## src/rtl/cp0_exception_unit_pkg.sv

```systemverilog
// Shared CP0 definitions: register numbers, exception codes, handler vector
// and register field positions.
package cp0_exception_unit_pkg;

  localparam logic [4:0] CP0_BADVADDR = 5'd8;
  localparam logic [4:0] CP0_SR       = 5'd12;
  localparam logic [4:0] CP0_CAUSE    = 5'd13;
  localparam logic [4:0] CP0_EPC      = 5'd14;
  localparam logic [4:0] CP0_PRID     = 5'd15;

  typedef enum logic [4:0] {
    EXC_INT  = 5'd0,
    EXC_ADEL = 5'd4,
    EXC_ADES = 5'd5,
    EXC_RI   = 5'd10,
    EXC_OV   = 5'd12
  } exc_code_e;

  localparam logic [31:0] HANDLER_VECTOR = 32'h0000_4180;

  localparam int unsigned SR_IE        = 0;
  localparam int unsigned SR_EXL       = 1;
  localparam int unsigned SR_IM_LO     = 10;
  localparam int unsigned SR_IM_HI     = 15;
  localparam int unsigned CAUSE_EXC_LO = 2;
  localparam int unsigned CAUSE_EXC_HI = 6;
  localparam int unsigned CAUSE_IP_LO  = 10;
  localparam int unsigned CAUSE_IP_HI  = 15;
  localparam int unsigned CAUSE_BD     = 31;

  function automatic logic is_addr_err(input logic [4:0] code);
    return (code == EXC_ADEL) || (code == EXC_ADES);
  endfunction

endpackage

```

## src/rtl/cp0_exception_unit_int_arbiter.sv

```systemverilog
// Combinational event arbiter: qualifies interrupts and exceptions against
// SR and picks the ExcCode to record (interrupt wins).
module cp0_int_arbiter
  import cp0_exception_unit_pkg::*;
(
  input  logic [5:0] hw_int,
  input  logic [5:0] sr_im,
  input  logic       sr_ie,
  input  logic       sr_exl,
  input  logic [4:0] exc_code_M,
  output logic       int_req,
  output logic       exc_hit,
  output logic [4:0] sel_code
);

  always_comb begin
    int_req  = (|(hw_int & sr_im)) & sr_ie & ~sr_exl;
    exc_hit  = (exc_code_M != 5'd0) & ~sr_exl;
    sel_code = int_req ? EXC_INT : exc_code_M;
  end

endmodule

```

## src/rtl/cp0_exception_unit.sv

```systemverilog
// M-stage coprocessor 0: holds SR/Cause/EPC/BadVAddr/PRId, raises the
// flush/redirect request and serves mfc0/mtc0/eret.
module cp0_exception_unit
  import cp0_exception_unit_pkg::*;
#(
  parameter logic [31:0] PRID = 32'h4D49_5053
) (
  input  logic        clk,
  input  logic        reset,
  input  logic [31:0] pc_M,
  input  logic        bd_M,
  input  logic [4:0]  exc_code_M,
  input  logic [31:0] bad_addr_M,
  input  logic [5:0]  hw_int,
  input  logic        cp0_we,
  input  logic [4:0]  cp0_addr,
  input  logic [31:0] cp0_wdata,
  input  logic        eret_M,
  output logic [31:0] cp0_rdata,
  output logic        exc_req,
  output logic [31:0] epc_out
);

  logic [5:0]  sr_im;
  logic        sr_exl;
  logic        sr_ie;
  logic        cause_bd;
  logic [5:0]  cause_ip;
  logic [4:0]  cause_exc;
  logic [31:0] epc;
  logic [31:0] badvaddr;

  logic        int_req;
  logic        exc_hit;
  logic [4:0]  sel_code;
  logic [31:0] epc_next;
  logic [31:0] sr_val;
  logic [31:0] cause_val;

  cp0_int_arbiter u_arb (
    .hw_int     (hw_int),
    .sr_im      (sr_im),
    .sr_ie      (sr_ie),
    .sr_exl     (sr_exl),
    .exc_code_M (exc_code_M),
    .int_req    (int_req),
    .exc_hit    (exc_hit),
    .sel_code   (sel_code)
  );

  assign exc_req  = int_req | exc_hit;
  assign epc_next = (bd_M ? (pc_M - 32'd4) : pc_M) & ~32'd3;
  assign epc_out  = epc;

  always_ff @(posedge clk) begin
    if (reset) begin
      sr_im     <= '0;
      sr_exl    <= 1'b0;
      sr_ie     <= 1'b0;
      cause_bd  <= 1'b0;
      cause_ip  <= '0;
      cause_exc <= '0;
      epc       <= '0;
      badvaddr  <= '0;
    end else begin
      cause_ip <= hw_int;
      if (exc_req) begin
        sr_exl    <= 1'b1;
        cause_bd  <= bd_M;
        cause_exc <= sel_code;
        epc       <= epc_next;
        if (is_addr_err(sel_code))
          badvaddr <= bad_addr_M;
      end else begin
        if (cp0_we && cp0_addr == CP0_SR) begin
          sr_im  <= cp0_wdata[SR_IM_HI:SR_IM_LO];
          sr_exl <= cp0_wdata[SR_EXL];
          sr_ie  <= cp0_wdata[SR_IE];
        end
        if (cp0_we && cp0_addr == CP0_EPC)
          epc <= cp0_wdata;
        // eret outranks an mtc0 SR write for the EXL bit
        if (eret_M)
          sr_exl <= 1'b0;
      end
    end
  end

  always_comb begin
    sr_val                           = '0;
    sr_val[SR_IM_HI:SR_IM_LO]        = sr_im;
    sr_val[SR_EXL]                   = sr_exl;
    sr_val[SR_IE]                    = sr_ie;
    cause_val                        = '0;
    cause_val[CAUSE_BD]              = cause_bd;
    cause_val[CAUSE_IP_HI:CAUSE_IP_LO]   = cause_ip;
    cause_val[CAUSE_EXC_HI:CAUSE_EXC_LO] = cause_exc;
  end

  always_comb begin
    cp0_rdata = '0;
    case (cp0_addr)
      CP0_BADVADDR: cp0_rdata = badvaddr;
      CP0_SR:       cp0_rdata = sr_val;
      CP0_CAUSE:    cp0_rdata = cause_val;
      CP0_EPC:      cp0_rdata = epc;
      CP0_PRID:     cp0_rdata = PRID;
      default:      cp0_rdata = '0;
    endcase
  end

endmodule

```

## config.mk

```make
export PLATFORM = sky130hd
export DESIGN_NAME = cp0_exception_unit
export DESIGN_NICKNAME = d
export VERILOG_FILES = /design/src/rtl/cp0_exception_unit_pkg.sv /design/src/rtl/cp0_exception_unit_int_arbiter.sv /design/src/rtl/cp0_exception_unit.sv
export SDC_FILE = /design/constraint.sdc
export NUM_CORES = 1
export LEC_CHECK = 0
export CAP_MARGIN = 20
export CELL_PAD_IN_SITES_DETAIL_PLACEMENT = 0
export CELL_PAD_IN_SITES_GLOBAL_PLACEMENT = 1
export CORE_MARGIN = 2
export CORE_UTILIZATION = 25
export CTS_CLUSTER_DIAMETER = 60
export DETAILED_ROUTE_END_ITERATION = 16
export GPL_ROUTABILITY_DRIVEN = 1
export PLACE_DENSITY_LB_ADDON = 0.1
export RECOVER_POWER = 25
export SLEW_MARGIN = 20
export SYNTH_ARGS = -nofsm -noshare
export SYNTH_HDL_FRONTEND = slang
export SYNTH_SLANG_ARGS = --single-unit
```

## constraint.sdc

```tcl
create_clock -name clk -period 8.35 [get_ports clk]
set_clock_uncertainty 0.15 [all_clocks]
set_input_delay 1.67 -clock clk [delete_from_list [all_inputs] [get_ports clk]]
set_output_delay 1.67 -clock clk [all_outputs]
set_load 0.02 [all_outputs]
```

Yosys cells after proc, flatten, opt, wreduce, memory -nomap -nowiden
Cells that the tools add are included.
{ "classes": {"reduce_logical": 10, "n_bitwise": 7, "n_addsub": 1, "n_eq_ne": 7, "muxes": 8} }
{ "op_table": {"columns": ["cell", "count"], "rows": [
  ["case mux 32 bit (5 select lines)", 1],
  ["two-way mux 32 bit", 3],
  ["subtractor 32 x 3 -> 32 bit (second input constant)", 1],
  ["== test 5 x 4 -> 1 bit (second input constant)", 5],
  ["== test 5 x 3 -> 1 bit (second input constant)", 2],
  ["bitwise AND 6 bit", 1],
  ["OR reduction 6 bit", 1],
  ["two-way mux 5 bit", 1],
  ["nonzero test 5 bit", 1],
  ["AND reduction 2 bit", 2],
  ["bitwise AND 1 bit", 3],
  ["two-way mux 1 bit", 3],
  ["nonzero test 3 bit", 1],
  ["logical AND 1 bit", 2],
  ["inverter 1 bit", 2],
  ["nonzero test 2 bit", 1],
  ["OR reduction 2 bit", 1],
  ["logical OR 1 bit", 1],
  ["bitwise OR 1 bit", 1]
]} }
{ "word_totals": {"out_inout_bits": 65, "reg_bits": 84, "in_bits": 117, "wordCells": 42} }

Depth between registers and ports, before layout
{ "depth": {"word_depth": 8, "depth_mapped": 7, "depth_no_buf": 6} }

Hierarchy
A second synthesis with hierarchy kept.
{ "unflattened": {"cells_unflattened": 579, "area_unflattened_um2": 4558.1} }
{ "by_module_without_submodules": {"columns": ["mod", "area_per_inst_um2", "n_inst", "cells_per_inst", "seq_area_each_um2"], "rows": [
  ["cp0_exception_unit", 4455.5, 1, 566, 1681.6],
  ["cp0_int_arbiter", 102.6, 1, 13, 0.0]
]} }

Worst setup path before layout
OpenSTA, ideal clock, no wires.
{ "synth_path": {"path_type": "in2out", "startpoint": "in hw_int[1]", "endpoint": "out exc_req", "cell_stages": 6, "slack_ps": 3342, "n_path_buf": 2, "t_required_ps": 6530, "t_arrival_ps": 3188, "cell_sequence": "a22oi_1 a311oi_1 nor2_1 inv_1 clkbuf_1 clkbuf_1"} }
{ "synth_via": {"elab_chain_cells": 5} }
{ "synth_rtl": {"columns": ["item", "line", "rtl"], "rows": [
  ["start, declared", "cp0_exception_unit.sv:14", "input logic [5:0] hw_int,"],
  ["bitwise AND 6 bit", "cp0_exception_unit_int_arbiter.sv:17", "int_req = (|(hw_int & sr_im)) & sr_ie & ~sr_exl;"],
  ["OR reduction 6 bit", "cp0_exception_unit_int_arbiter.sv:17", null],
  ["bitwise AND 1 bit (2 in series)", "cp0_exception_unit_int_arbiter.sv:17", null],
  ["bitwise OR 1 bit", "cp0_exception_unit.sv:51", "assign exc_req = int_req | exc_hit;"],
  ["end, declared", "cp0_exception_unit.sv:20", "output logic exc_req,"]
]} }
No other way between the ends.

Final worst setup path
{ "layout_path": {"startpoint": "in cp0_addr[0]", "endpoint": "out cp0_rdata[6]"} }
{ "layout_via": {"elab_chain_cells": 2, "word_cells_on_any_way": 6, "cone_classes": "5 x eq/ne; 1 x mux"} }
{ "layout_rtl": {"columns": ["item", "line", "rtl"], "rows": [
  ["start, declared", "cp0_exception_unit.sv:16", "input logic [4:0] cp0_addr,"],
  ["== test 5 x 4 -> 1 bit", "cp0_exception_unit.sv:102", "case (cp0_addr)"],
  ["case mux 32 bit (5 select lines) (*)", "cp0_exception_unit.sv:102", null],
  ["end, declared", "cp0_exception_unit.sv:19", "output logic [31:0] cp0_rdata,"]
]} }
Every way passes the cells marked *; elsewhere a longest branch is shown, timed or not.

==> run metrics <==
H-tree depth=3; DRT Wirelength=about 19000 um; maximum fanout along the worst path=32; postcts setup bufs=0; reg2reg setup slack=between 5000 and 6000 ps; largest net degree at the start of global routing=86; Worst R2R Start=sr_im[0]; Avg Vias per Cell=between 5 and 6; I/O Buffers=approximately 180; clock sinks=84; first-pass GRT wire length=29150 um; Final Util=0.3754; crit end category=primary output; Seq cells post-synth=84; failing checks=max-capacitance violations, max-slew violations; LEAKAGE=2.451 nW; layout net count=between 800 and 900; Post-Synthesis Cells=between 500 and 600; Hold Buf Count CTS=0; DR pass1 iterations=5; initial antenna violation count=0; Area growth, synth to finish=48.15%; number of synthesized flops with an enable pin=0; CTS buffer count=9; Fin Setup TNS=0 ps; post-route insts no fill=between 900 and 1000; Synth Cell Area=between 0.004 and 0.005 mm^2; clock latency on the worst-skew pair=around 340 ps; DRC=0; count of unique library cells instantiated by Yosys=50; PostCTS Resize Cnt=0; TritonCTS clock tree=built; Initial DRC Count=about 320; outcome=complete, but fails checks; vias in the first global route=4931; GR Overflow Total=0; CP Launch Type=input port; Vias=5208; HP Class=flop to flop; CP required=about 6500 ps; placed cells=950; row count=50; reg2reg path depth=7; yosys warns=0; Worst Setup EP=cp0_rdata[6]; Antenna Cells=0; num ports=between 150 and 200; wire length per cell=20.06 um; Die W=~140 um; total of max-cap violations=1; Slew headroom=-1.453; Worst VDD drop=0.00006144 V; # setup viols final=0; clock slew at reported path FFs=about 60 ps; sequential fraction of the synthesis area=0.3559; Slew Viols, Final=86; period utilization=0.7797; die area=between 0.02 and 0.025 mm^2; RSZ-0062 raised after global routing=no; die height=~140 um; min cycle time layout=6511 ps; CP Class=input port to primary output; proportion of layout cells with a drive suffix above 1=0.04658; CTS max path bufs=2; Final Hold Fails=0; Worst Setup SP=cp0_addr[0]; DP HPWL=about 15000 um; antenna viol nets, final=0; Top FF cell, synth=dfxtp_1; Post-Syn Nets=~700; PwrDens=~140 mW/mm^2; fmax=between 150 and 200 MHz; GRT Total Usage=0.1877; core area=around 0.019 mm^2; Slew @ Worst Pin=3680 ps; Root Buffer=clkbuf_16; RR Endpoint=epc_out[25]; syn avg cell area=roughly 8.2 um^2; crit path DAT=4690 ps; Initial Utilization=0.2534; Placer Congestion=0.8100; Synth async-reset ratio=0
-- state kept, by name (all words and copies together), names as in the netlist --
register	flops
sr_exl	1
cause_exc	5
sr_im	6
sr_ie	1
badvaddr	32
cause_bd	1
cause_ip	6
epc_out	32
-- Yosys cell counts (all sizes together) (2+ instances only) --
cell | instances | area share
nor4bb | 3 | 0.0064
o31ai | 12 | 0.019
nor4 | 7 | 0.0093
a222oi | 4 | 0.0085
nand3 | 37 | 0.039
a211oi | 15 | 0.024
a311oi | 14 | 0.026
and3 | 28 | 0.037
buf | 4 | 0.0037
a221o | 5 | 0.011
nor2b | 7 | 0.0093
nor2 | 15 | 0.012
or3 | 7 | 0.0093
or2 | 3 | 0.0040
or4 | 15 | 0.024
or4b | 2 | 0.0042
a22o | 11 | 0.020
a21oi | 42 | 0.044
nand4 | 4 | 0.0053
inv | 8 | 0.0064
xnor2 | 12 | 0.022
a21o | 4 | 0.0064
a2111oi | 28 | 0.052
nor3 | 17 | 0.018
a22oi | 3 | 0.0048
xor2 | 3 | 0.0056
clkbuf | 49 | 0.039
nand2b | 18 | 0.024
o21ai | 51 | 0.054
mux2i | 18 | 0.038
nand3b | 2 | 0.0032
nand2 | 30 | 0.024
dfxtp | 84 | 0.36
-- cell usage in the layout (no fill, tap or decap), types with 4 or more instances in the layout --
cell type / instances
dlygate4sd3_1: 31
nand2_1: 30
a222oi_1: 4
nand4_1: 4
inv_1: 8
or4_1: 15
a21oi_1: 41
nor3_1: 17
xnor2_1: 12
or3_1: 7
and3_1: 28
nor2_1: 15
a21o_1: 4
a311oi_1: 13
nor2b_1: 7
nand2b_1: 18
dfxtp_1: 84
buf_4: 10
a2111oi_0: 28
clkdlybuf4s50_1: 147
o31ai_1: 12
o21ai_0: 51
a22o_1: 11
nand3_1: 37
mux2i_1: 18
nor4_1: 6
a211oi_1: 15
a221o_1: 5
clkbuf_16: 9
-- final cells by class --
type	count	area (um^2)
Tap cell	234	292.8
Clock inverter	3	15.01
Clock buffer	11	242.7
Inverter	8	30.03
Sequential cell	84	1682
Multi-Input combinational cell	433	2860
Fill cell	1944	11640
Timing Repair Buffer	191	1877
-- worst max-delay path, stage by stage --
cell and delay, ps:
clkdlybuf4s50_1 890, nor2_1 500, nor4bb_4 340, buf_4 380, nand2_1 120, o31ai_1 110, clkdlybuf4s50_1 670
-- layer usage --
layer	GRT usage	routed length, um	vias to the layer above	share of wire
li1	-	-	2545	-
met1	0.2756	9655	2492	0.50
met2	0.2887	8563	156	0.44
met3	0.02362	893	15	0.046
met4	0.05263	226	0	0.012
met5	0	0	-	0
-- cell families (layout without fill, tap and decap cells) --
family,after synthesis,after routing,share of synthesized area
flip-flops,84,84,0.3559
buffers and inverters,61,213,0.04900
AND/OR/NAND/NOR,200,200,0.2381
adder cells (fa/ha/maj),1,1,0.002648
multiplexers,18,18,0.03814
XOR/XNOR,15,15,0.02781
AO/OA/AOI/OAI,199,199,0.2884
-- report_power, final --
part / internal, mW / switching [mW]
sequential: 0.422 / 0.0226
clock: 0.205 / 0.156
combinational: 0.102 / 0.0994
total: 0.729 / 0.278
-- worst min path at each step --
stage                       from      endpoint  slack (ps)  cells past startpoint
floorplan               cause_bd      cause_bd         290                      2
global placement    badvaddr[11]  badvaddr[11]         310                      2
detailed placement  badvaddr[27]  badvaddr[27]         320                      2
CTS                 badvaddr[10]  badvaddr[10]         330                      2
global route        badvaddr[10]  badvaddr[10]         340                      2
finish               badvaddr[9]   badvaddr[9]         330                      2
-- through the flow --
stage               cell area [um^2]  setup WS, ps  total power [mW]  hold WS, ps
global route                    6999          1717             1.050        344.0
finish                          6999          1839             1.007        327.9
CTS                             7003          1807             1.021        327.3
floorplan                       4725          3342            0.5288        293.3
global placement                6734          1800            0.6589        310.2
detailed placement              6745          1808            0.6597        318.7
(Power assumes the default switching activity.)
